### config.mk
export PLATFORM = sky130hd
export DESIGN_NAME = pc_fetch_stage
export DESIGN_NICKNAME = d
export VERILOG_FILES = /design/src/rtl/pc_fetch_stage.sv
export SDC_FILE = /design/constraint.sdc
export NUM_CORES = 1
export LEC_CHECK = 0
export ABC_AREA = 1
export CORE_MARGIN = 4
export CORE_UTILIZATION = 46
export CTS_CLUSTER_DIAMETER = 150
export CTS_CLUSTER_SIZE = 16
export DETAILED_ROUTE_END_ITERATION = 8
export PLACE_DENSITY = 0.8
export SLEW_MARGIN = 20
export SYNTH_ARGS = -nofsm -noshare
export SYNTH_HDL_FRONTEND = slang
export SYNTH_SLANG_ARGS = --single-unit
### constraint.sdc
create_clock -name clk -period 2.1 [get_ports clk]
set_clock_uncertainty 0.1 [all_clocks]
set_input_delay 0.315 -clock clk [delete_from_list [all_inputs] [get_ports clk]]
set_output_delay 0.315 -clock clk [all_outputs]
set_load 0.02 [all_outputs]
### src/rtl/pc_fetch_stage.sv
// rtl/pc_fetch_stage.sv - PC register, fetch FSM and IF/ID register with one-entry skid
// Optional bubble counter output enabled by `define PC_FETCH_BUBBLE_CNT_EN
module pc_fetch_stage #(
  parameter logic [7:0]         PC_RESET  = 8'h00,
  parameter int                 INSTR_W   = 16,
  parameter logic [INSTR_W-1:0] NOP_INSTR = '0
) (
  input  logic               clk,
  input  logic               rst_n,
  input  logic [7:0]         pc_next_i,
  input  logic               flush_i,
  input  logic               stall_i,
  input  logic               imem_ready_i,
  input  logic [INSTR_W-1:0] imem_rdata_i,
  output logic               imem_req_o,
  output logic [7:0]         imem_addr_o,
  output logic [7:0]         pc_o,
  output logic [7:0]         pc_plus1_o,
  output logic               if_id_valid_o,
  output logic [INSTR_W-1:0] if_id_instr_o,
  output logic [7:0]         if_id_pc_o
`ifdef PC_FETCH_BUBBLE_CNT_EN
  ,
  output logic [7:0]         bubble_cnt_o
`endif
);

  typedef enum logic [1:0] {
    ST_BOOT  = 2'd0,
    ST_FETCH = 2'd1,
    ST_HOLD  = 2'd2
  } state_t;

  state_t             state_q, state_d;
  logic [7:0]         pc_q, pc_d;
  logic               vld_q, vld_d;
  logic [INSTR_W-1:0] instr_q, instr_d;
  logic [7:0]         ifpc_q, ifpc_d;
  logic [INSTR_W-1:0] skid_q, skid_d;

  always_ff @(posedge clk) begin
    if (!rst_n) begin
      state_q <= ST_BOOT;
      pc_q    <= PC_RESET;
      vld_q   <= 1'b0;
      instr_q <= NOP_INSTR;
      ifpc_q  <= 8'h00;
      skid_q  <= NOP_INSTR;
    end else begin
      state_q <= state_d;
      pc_q    <= pc_d;
      vld_q   <= vld_d;
      instr_q <= instr_d;
      ifpc_q  <= ifpc_d;
      skid_q  <= skid_d;
    end
  end

  always_comb begin
    state_d = state_q;
    pc_d    = pc_q;
    vld_d   = vld_q;
    instr_d = instr_q;
    ifpc_d  = ifpc_q;
    skid_d  = skid_q;
    // A flush overrides stall and memory handshake in every state
    if (flush_i) begin
      state_d = ST_FETCH;
      pc_d    = pc_next_i;
      vld_d   = 1'b0;
      instr_d = NOP_INSTR;
      ifpc_d  = 8'h00;
      skid_d  = NOP_INSTR;
    end else begin
      case (state_q)
        ST_BOOT: begin
          state_d = ST_FETCH;
        end
        ST_FETCH: begin
          if (imem_ready_i && !stall_i) begin
            vld_d   = 1'b1;
            instr_d = imem_rdata_i;
            ifpc_d  = pc_q;
            pc_d    = pc_next_i;
          end else if (imem_ready_i) begin
            skid_d  = imem_rdata_i;
            state_d = ST_HOLD;
          end else if (!stall_i) begin
            vld_d   = 1'b0;
            instr_d = NOP_INSTR;
          end
        end
        ST_HOLD: begin
          if (!stall_i) begin
            vld_d   = 1'b1;
            instr_d = skid_q;
            ifpc_d  = pc_q;
            pc_d    = pc_next_i;
            state_d = ST_FETCH;
          end
        end
        default: begin
          state_d = ST_BOOT;
        end
      endcase
    end
  end

  assign imem_req_o    = (state_q == ST_FETCH);
  assign pc_o          = pc_q;
  assign imem_addr_o   = pc_q;
  assign pc_plus1_o    = pc_q + 8'd1;
  assign if_id_valid_o = vld_q;
  assign if_id_instr_o = instr_q;
  assign if_id_pc_o    = ifpc_q;

`ifdef PC_FETCH_BUBBLE_CNT_EN
  logic       bubble_load;
  logic [7:0] bubble_cnt_q;

  // Counts explicit invalid loads (flush or wait-state bubble), not holds
  assign bubble_load = flush_i ||
                       ((state_q == ST_FETCH) && !imem_ready_i && !stall_i);

  always_ff @(posedge clk) begin
    if (!rst_n) begin
      bubble_cnt_q <= 8'h00;
    end else if (bubble_load && (bubble_cnt_q != 8'hFF)) begin
      bubble_cnt_q <= bubble_cnt_q + 8'd1;
    end
  end

  assign bubble_cnt_o = bubble_cnt_q;
`endif

endmodule

==> results.cfg <==
[timing]
setup_viol = 0
final_number_of_max_transition_violations = 0
layout_min_cycle_time_ps = 1985
final-hold-violation-count = 0
whs_ps = 367.5
final_min_period_over_clock_period_pct = 94.55
worst_slew_pin_slew_ps = 400.3
setup_tns_ps = 0
clock.fmax_ghz = 0.5037
rsz_0062_raised_after_global_routing = false
slew_headroom_pct = 73.27

[layout]
multiInputGateArea_um2 = 1212
diodes = 0
register_area_um2 = 1022
final_util_pct = 64.71
number_of_nets_in_the_final_layout = 462
post_synthesis_to_final_layout_area_growth_pct = 35.44
num-fill-cells = 455
post_route_cells_drive_above_1_share_pct = 8.431

[synthesis]
number_of_warnings_issued_by_yosys = 0
synth.distinct_cells = 22
syn-num-nets = 390
ys_seq_elements = 51
synth-main-ff-cell = dfxtp_1
syn-cell-area_um2 = 2471
synth_cells = 354
postSynth.asyncResetShare_pct = 0
edff_count_synth = 0
synth_seq_area_share_pct = 41.32
synth_area_per_cell_um2 = 6.981

[clocking]
clock_path_buffers = 2
root_buffer = clkbuf_8
holdBufCountCts = 0
cts.clk_slew.worst_paths_ps = 90
cts_setup_buffers = 0
tritoncts_clock_tree = yes
insertion_delay_ps = 300
cts_buffers = 5
quantity_of_gates_resized_following_cts = 7
cts-htree-levels = 2
clock_sink_count = 51

[drt]
detailedRoute.firstIterationViolations = 145
met2_length_mm = 3.298
wire_length_per_cell_after_detailed_routing_um = 13.30
final_antenna_net_count = 0
detail_route.first_pass.iterations = 4
drc = 0
via_count = 2467
wl_met3_um = 333
met1_wl_mm = 2.866
route.top_layer_used = met4
via_per_inst = 4.964
totalWireLength_mm = 6.611

[power]
power.density_nw_per_um2 = 726.7
max-vdd-ir-drop_mv = 0.3273
power.leakage_nw = 1.416

[setup_path]
critical_path_required_ps = 1680
maximum_fanout_count_along_the_critical_path = 6
cp.arrival_ps = 1570
timing.critical_path.depth = 2
cp_max_delay_cell = clkdlybuf4s50_1
ff2ff_path_depth = 9
cp_cell_sequence = ha_1 -> clkdlybuf4s50_1
ff2ff_setup_slack_ps = 230
critical_path_buf_inv_count = 1
critPathMaxStageDelay_ps = 600
cp_class = reg -> out
critPathLaunchType = flop
endpoint = pc_plus1_o[1]
critical_path.reg2reg.startpoint = state_q[1]$_SDFFE_PP0P_
cpLargestDelayFamily = buffers and inverters
setup.worst_path.end_class = output port
startpoint = imem_addr_o[0]$_SDFFE_PN0P_
reg_to_reg_end = if_id_instr_o[10]$_SDFFE_PP0P_

[floorplan]
die_height_um = 81.30
initial_utilization_pct = 47.77
placement_rows = 26
die_width_um = 81.30
dieArea_um2 = 6609
io_pins = 79
area_of_the_core_um2 = 5172

[flow_run]
max_cap_violations = 0

[global_route]
grt_pass1_vias = 2350
groute.usage.overall_pct = 21.24
grt.overflow.total = 0
grt_start_max_net_pins = 27
grt_pass1_wl_mm = 11.09
number_of_antenna_violations_at_the_first_check_in_global_routing = 0

[placed_design]
detailedPlacementHpwl_mm = 4.775
weighted_congestion_at_the_end_of_routability_driven_global_placement = 0.9093
io_buffers = 78

[hold_path]
min-delay-path-class = reg -> reg

[run_status]
outcome = complete, no violations
## synthesized netlist by cell type (4+ instances only)
cell type | number | area (um2)
nand3_1 | 22 | 110.1
inv_2 | 4 | 15.01
nand2_1 | 81 | 304.0
o21ai_1 | 11 | 55.05
ha_1 | 7 | 87.58
buf_2 | 4 | 20.02
nand2_2 | 4 | 25.02
o21ai_0 | 32 | 160.2
nor2_1 | 76 | 285.3
buf_4 | 12 | 90.09
inv_1 | 15 | 56.30
dfxtp_1 | 51 | 1021
a21oi_1 | 16 | 80.08
xor2_1 | 6 | 52.55
## worst min path at each step
stage	to	depth (start not counted)	slack, ps	start
CTS	skid_q[6]$_SDFFE_PP0P_	2	370	skid_q[6]$_SDFFE_PP0P_
detailed placement	skid_q[6]$_SDFFE_PP0P_	2	350	skid_q[6]$_SDFFE_PP0P_
global placement	skid_q[14]$_SDFFE_PP0P_	2	350	skid_q[14]$_SDFFE_PP0P_
global route	skid_q[5]$_SDFFE_PP0P_	2	390	skid_q[5]$_SDFFE_PP0P_
floorplan	skid_q[4]$_SDFFE_PP0P_	2	340	skid_q[4]$_SDFFE_PP0P_
finish	skid_q[6]$_SDFFE_PP0P_	2	370	skid_q[6]$_SDFFE_PP0P_
## layer usage
metal,vias to the layer above,track usage (%)
met2,76,35.10
met5,-,0
met3,11,4.213
met1,1127,28.01
met4,0,5.912
li1,1253,-
## cell usage in the layout, fill, tap and decap left out
cell type and n:
nor2_2 2, dlygate4sd2_1 2, clkinvlp_4 1, dlymetal6s2s_1 2
o21ai_1 11, nand2_2 4, inv_2 4, buf_4 10
dfxtp_1 50, o21ai_0 32, a21oi_1 16, xor2_1 6
clkbuf_8 7, inv_1 15, nor2_4 1, clkbuf_2 3
clkdlybuf4s50_1 71, dfxtp_2 1, nor2_1 76, ha_1 7
nand2_4 1, inv_4 1, nand3_4 1, nand3_1 22
nand2_1 81
## flip-flops by register name, summed over array words and instances, names as in the netlist
name,flops
if_id_pc_o,8
state_q,2
skid_q,16
imem_addr_o,8
if_id_valid_o,1
if_id_instr_o,16
## report_power, final
| group | internal (mW) | switching [mW] |
|---|---|---|
| logic | 0.310 | 0.431 |
| clock network | 0.300 | 0.317 |
| registers | 1.03 | 0.0488 |
## stage by stage
stage          instance area [um2]  worst slack, ps  std cells  power (mW)
5_1_grt                       3347            9.093        497       2.569
3_5_place_dp                  3254            32.96        489       1.849
3_3_place_gp                  3254            90.73        489       1.837
6_report                      3347            114.5        497       2.432
2_1_floorplan                 2471            351.8        354       1.548
4_1_cts                       3354            12.42        497       2.445
## cell type report
cell class	count	share of cell area, %
Multi-Input combinational cell	260	36.22
Sequential cell	51	30.54
Timing Repair Buffer	88	25.20
Clock buffer	7	2.879
Tap cell	70	2.617
Inverter	20	2.318
Clock inverter	1	0.2243
## logic make-up after synthesis
group	count (synthesis)	share of synthesized area, %
AND/OR/NAND/NOR	188	31.44
AO/OA/AOI/OAI	59	11.95
flip-flops	51	41.32
buffers and inverters	43	9.620
adder cells (fa/ha/maj)	7	3.544
XOR/XNOR	6	2.127
## worst min-delay path, stage by stage (launching register included)
cell and delay [ps]:
dfxtp_1 320, nand2_1 60, a21oi_1 50
(Power assumes the default switching activity.)
